### config.mk
export PLATFORM = sky130hd
export DESIGN_NAME = pe_act_broadcast_engine
export DESIGN_NICKNAME = d
export VERILOG_FILES = /design/src/rtl/pe_act_broadcast_engine.sv
export SDC_FILE = /design/constraint.sdc
export NUM_CORES = 1
export LEC_CHECK = 0
export ABC_AREA = 1
export CELL_PAD_IN_SITES_DETAIL_PLACEMENT = 1
export CELL_PAD_IN_SITES_GLOBAL_PLACEMENT = 2
export CORE_AREA = 8 8 137 114
export DETAILED_ROUTE_END_ITERATION = 8
export DIE_AREA = 0 0 145 122
export GPL_TIMING_DRIVEN = 0
export HOLD_SLACK_MARGIN = 0.15
export PLACE_DENSITY_LB_ADDON = 0.15
export SLEW_MARGIN = 5
export SYNTH_ARGS = -nofsm -noshare
export SYNTH_HDL_FRONTEND = slang
export SYNTH_SLANG_ARGS = --single-unit
export TNS_END_PERCENT = 10
### constraint.sdc
create_clock -name clk -period 7.1 [get_ports clk]
set_input_delay 1.42 -clock clk [delete_from_list [all_inputs] [get_ports clk]]
set_output_delay 1.42 -clock clk [all_outputs]
set_load 0.01 [all_outputs]
### src/rtl/pe_act_broadcast_engine.sv
// PE activation broadcast engine: scans the activation flags for eligible entries,
// reads each through a 1-cycle read port into a 2-entry skid FIFO, and streams them to the router.
module pe_act_broadcast_engine #(
  parameter int                         ACT_NO        = 16,
  parameter int                         DATA_W        = 16,
  parameter int                         PE_IDX_W      = 6,
  parameter int                         ROUTER_ADDR_W = 4,
  parameter logic [ROUTER_ADDR_W-1:0]   BCAST_ADDR    = '0,
  localparam int                        AW            = $clog2(ACT_NO)
) (
  input  logic                      clk,
  input  logic                      rst,
  input  logic [PE_IDX_W-1:0]       PE_IDX,
  input  logic                      start,
  input  logic                      abort,
  input  logic [AW:0]               in_act_no,
  input  logic                      relu_en,
  input  logic [ACT_NO-1:0]         in_act_zeros,
  input  logic [ACT_NO-1:0]         in_act_g_zeros,
  output logic                      in_act_read_en,
  output logic [AW-1:0]             in_act_read_addr,
  input  logic [DATA_W-1:0]         in_act_read_data,
  input  logic                      router_rdy,
  output logic                      act_send_en,
  output logic [ROUTER_ADDR_W-1:0]  act_send_addr,
  output logic [DATA_W-1:0]         act_send_data,
  output logic [PE_IDX_W+AW-1:0]    act_send_idx,
  output logic                      busy,
  output logic                      done,
  output logic [AW:0]               sent_cnt
);

  typedef enum logic [1:0] {IDLE, SCAN, DRAIN, DONE} state_e;

  typedef struct packed {
    logic [AW-1:0]     addr;
    logic [DATA_W-1:0] data;
  } entry_t;

  state_e            state_q, state_d;
  logic [ACT_NO-1:0] pending_q, pending_d;
  logic              inflight_q, inflight_d;
  logic [AW-1:0]     inflight_addr_q, inflight_addr_d;
  entry_t            fifo_mem_q [2];
  entry_t            fifo_mem_d [2];
  logic              wr_ptr_q, wr_ptr_d;
  logic              rd_ptr_q, rd_ptr_d;
  logic [1:0]        count_q, count_d;
  logic [AW:0]       sent_cnt_q, sent_cnt_d;

  logic [ACT_NO-1:0] range_mask;
  logic [ACT_NO-1:0] eligible;
  logic [AW-1:0]     low_addr;
  logic              abort_act, push, pop, issue;
  entry_t            head;

  // Eligibility snapshot and single-cycle lowest-set-bit pick over pending entries.
  always_comb begin
    for (int i = 0; i < ACT_NO; i++) range_mask[i] = (AW+1)'(i) < in_act_no;
    eligible = (relu_en ? in_act_g_zeros : ~in_act_zeros) & range_mask;
    low_addr = '0;
    for (int i = ACT_NO-1; i >= 0; i--) if (pending_q[i]) low_addr = AW'(i);
  end

  always_comb begin
    // NOTE: every signal written here gets a default first, so no latch can be inferred.
    abort_act = abort && (state_q != IDLE);
    head      = fifo_mem_q[rd_ptr_q];
    pop       = (count_q != 2'd0) && router_rdy && !abort_act;
    push      = inflight_q && !abort_act;
    // A pop this cycle frees a slot, which lets reads and sends overlap at full rate.
    issue     = (state_q == SCAN) && (pending_q != '0) &&
                (({1'b0, count_q} + {2'b0, inflight_q} - {2'b0, pop}) < 3'd2);

    in_act_read_en   = issue;
    in_act_read_addr = issue ? low_addr : '0;
    act_send_en      = pop;
    act_send_addr    = pop ? BCAST_ADDR : '0;
    act_send_data    = pop ? head.data : '0;
    act_send_idx     = pop ? {PE_IDX, head.addr} : '0;
    busy             = (state_q != IDLE);
    done             = (state_q == DONE);
    sent_cnt         = sent_cnt_q;

    state_d         = state_q;
    pending_d       = pending_q;
    inflight_d      = 1'b0;
    inflight_addr_d = inflight_addr_q;
    fifo_mem_d      = fifo_mem_q;
    wr_ptr_d        = wr_ptr_q;
    rd_ptr_d        = rd_ptr_q;
    sent_cnt_d      = sent_cnt_q;
    count_d         = count_q + 2'(push) - 2'(pop);

    if (push) begin
      fifo_mem_d[wr_ptr_q] = {inflight_addr_q, in_act_read_data};
      wr_ptr_d             = ~wr_ptr_q;
    end
    if (pop) begin
      rd_ptr_d   = ~rd_ptr_q;
      sent_cnt_d = sent_cnt_q + (AW+1)'(1);
    end
    if (issue) begin
      pending_d[low_addr] = 1'b0;
      inflight_d          = 1'b1;
      inflight_addr_d     = low_addr;
    end

    unique case (state_q)
      IDLE: if (start && !abort) begin
        state_d    = SCAN;
        pending_d  = eligible;
        sent_cnt_d = '0;
      end
      SCAN:    if (pending_d == '0) state_d = DRAIN;
      DRAIN:   if (!inflight_q && (count_q == 2'd0)) state_d = DONE;
      DONE:    state_d = IDLE;
      default: state_d = IDLE;
    endcase

    if (abort_act) begin
      state_d    = IDLE;
      pending_d  = '0;
      inflight_d = 1'b0;
      wr_ptr_d   = 1'b0;
      rd_ptr_d   = 1'b0;
      count_d    = 2'd0;
    end
  end

  always_ff @(posedge clk) begin
    // NOTE: non-blocking assignments so every flop samples pre-edge values regardless of order.
    if (!rst) begin
      state_q         <= IDLE;
      pending_q       <= '0;
      inflight_q      <= 1'b0;
      inflight_addr_q <= '0;
      wr_ptr_q        <= 1'b0;
      rd_ptr_q        <= 1'b0;
      count_q         <= 2'd0;
      sent_cnt_q      <= '0;
    end else begin
      state_q         <= state_d;
      pending_q       <= pending_d;
      inflight_q      <= inflight_d;
      inflight_addr_q <= inflight_addr_d;
      wr_ptr_q        <= wr_ptr_d;
      rd_ptr_q        <= rd_ptr_d;
      count_q         <= count_d;
      sent_cnt_q      <= sent_cnt_d;
    end
  end

  // NOTE: FIFO storage is not reset; count/pointers qualify it and send outputs are gated by pop.
  always_ff @(posedge clk) fifo_mem_q <= fifo_mem_d;

endmodule

==> out/results.tsv <==
metric	value	unit
Post-Synthesis Cell Area	3790	um2
Worst R2R Setup Slack	2720	ps
r2r endpoint	state_q[1]	
critical-path maximum fanout	10	
Worst Skew	4.93	ps
Seq/Total Area, Yosys	48.6	%
Synth area leader	edfxtp_1	
WHS	459	ps
asr flop ratio synth	0	%
unrepaired setup endpoints after global routing	true	
Layout area overhead	44.6	%
Via density	4.55	
Area contributors post-synth	edfxtp_1, dfxtp_1, nand2_1	
maximum root-to-sink buffer count	2	
core box area	13300	um2
utilization after layout	41.3	%
number of flops mapped to enable cells by yosys	40	
number of global-route vias before repair	3733	
worst slew pin tran	517	ps
DRT Pass-1 Iters	4	
Worst EP arrival	5400	ps
hpwl dp	9700	um
initial antenna violation count	0	
R2R cell count	26	
Remaining Overflow, GRT	0	
Max-cap violations	0	
drt wl/cell	15.6	um
Min-Delay Path Class	flip-flop to flip-flop	
nets@finish	659	
Avg Cell Area, Syn	8.16	um2
port bufs	103	
ys flop type	edfxtp_1	
routability cong.	0.834	
Leak	0.00211	uW
worst hold endpoint	fifo_mem_q[19]	
DRC	0	
post-synthesis cell count	464	
initial drt markers	238	
Crit path required time	5680	ps
crit path launch type	input port	
worst skew pair latency	330	ps
headroom to the max-slew limit	65.5	%
Min Clock Period, post-route	6820	ps
Finish-stage setup viols	0	
share of the synthesized area in the top cell type	31.7	%
via count	3500	
Final Cycle Share	96.0	%
Routed WL	12000	um
Cell Pwr Density	291	nW/um2
hold path start	inflight_addr_q[3]	
first-pass GRT wire length	19300	um
largest net degree at the start of global routing	17	
Final Slew Violations	0	
diodes inserted	0	
final count of hold timing violations	0	
Max Fclk	147	MHz
antenna viol nets, final	0	
crit path capture type	output port	
# rows	38	
share of cells above drive strength 1	10.3	%
Starting Density	28.5	%
DIE WIDTH	145	um
CTS tree	built	
Setup CP Type	input port to output port	
die height	122	um
Yosys cell types	39	
status	completed	
GRT Total Usage	13.6	%
Hold Path Stages	0	
dpl cell area	5110	um2
Yosys reg bits	72	
VDD IR-drop max	0.113	mV
reg-to-reg startpoint	state_q[0]	
Ports	108	
Final Cell Area	5470	um2
TritonCTS Buffers	9	
Root Driver	clkbuf_16	
Clock transition at path regs	60	ps
Sink Count	72	
die area	17700	um2
H-tree levels	3	
Yosys warning total	0	
Tot Pwr	1590	uW
==> worst max-delay path: stages <==
cell             delay (ps)
clkdlybuf4s50_1         450
inv_1                    50
nor2_1                  140
inv_1                    90
nand3_2                 150
clkbuf_4                240
inv_1                    90
ha_1                    290
or2_2                   300
fa_1                    490
o21a_1                  110
nand3_1                 170
inv_1                   160
o21ai_0                 130
nand2_1                 150
clkinv_2                160
nor2_1                  220
clkdlybuf4s50_1         590
==> logic make-up (layout without fill, tap and decap cells) <==
family	count (synthesis)	after routing	share of synthesized area [%]
AND/OR/NAND/NOR	219	219	26.4
AO/OA/AOI/OAI	80	80	12.6
flip-flops	72	72	48.6
XOR/XNOR	3	3	0.694
other	1	4	0.0990
buffers and inverters	80	203	8.33
adder cells (fa/ha/maj)	9	9	3.17
==> power by group <==
part           leakage, uW  internal [uW]  switching [uW]
Sequential        0.000621            490            32.9
Clock             0.000157            311             182
Combinational      0.00134            236             344
==> per-layer routing <==
metal | up-vias | GRT usage [%] | wire length [um]
met4 | 0 | 2.36 | 70
met3 | 6 | 4.23 | 590
met2 | 73 | 21.6 | 5320
li1 | 1773 | - | -
met1 | 1648 | 18.1 | 6060
met5 | - | 0 | 0
==> cells in the mapped netlist, drive strengths merged (2+ instances only) <==
library cell  number
a211oi             3
a21oi             45
buf                4
clkbuf            12
clkinv             4
dfxtp             32
edfxtp            40
ha                 8
inv               60
nand2            118
nand3             35
nand4             10
nor2              49
nor3               2
nor3b              2
o2111ai            4
o211ai             4
o21ai             17
xor2               3
==> registers in the layout, indices dropped and copies added, names as in the netlist <==
signal           count
pending_q           16
state_q              2
inflight_addr_q      4
count_q              2
sent_cnt             5
inflight_q           1
rd_ptr_q             1
wr_ptr_q             1
fifo_mem_q          40
==> layout make-up <==
cell class	instances	area [um2]
inverters	64	241
fillers	1573	7790
flip-flops and latches	72	1840
clock buffers	9	225
well taps	180	225
clock inverters	7	103
plain buffers	16	78.8
multi-input cells	315	1660
repair buffers	107	1100
==> what timing repair did <==
action,in CTS,in global routing
pin swaps,0,1
resized for setup,2,5
hold buffers,0,0
endpoints found under the setup margin,3,3
setup buffers,0,2
==> stage by stage <==
| step | instances | setup TNS [ps] | setup slack (ps) |
|---|---|---|---|
| floorplan | 467 | 0 | 1410 |
| global placement | 750 | -531 | -197 |
| CTS | 768 | 0 | 74.8 |
| detailed placement | 752 | -638 | -238 |
| global route | 770 | -22.6 | -18.3 |
| finish | 770 | 0 | 283 |
==> cells in the final DEF, fill, tap and decap left out, types with 8 or more instances in the layout <==
cell type and count:
clkdlybuf4s50_1 103, nand4_1 10, nand2_1 108, clkbuf_1 11, edfxtp_1 40, o21ai_0 14, dfxtp_1 32, nand3_1 32
inv_1 56, a21oi_1 45, ha_1 8, nor2_2 10, nor2_1 36, clkbuf_16 9
==> how the worst max path moves through the flow <==
stage	from	to
floorplan	abort	in_act_read_addr[0]
global placement	abort	in_act_read_addr[0]
detailed placement	abort	in_act_read_addr[0]
CTS	abort	in_act_read_addr[0]
global route	abort	in_act_read_addr[2]
finish	abort	in_act_read_addr[1]
Note: power is estimated with default switching activity, not from simulation.
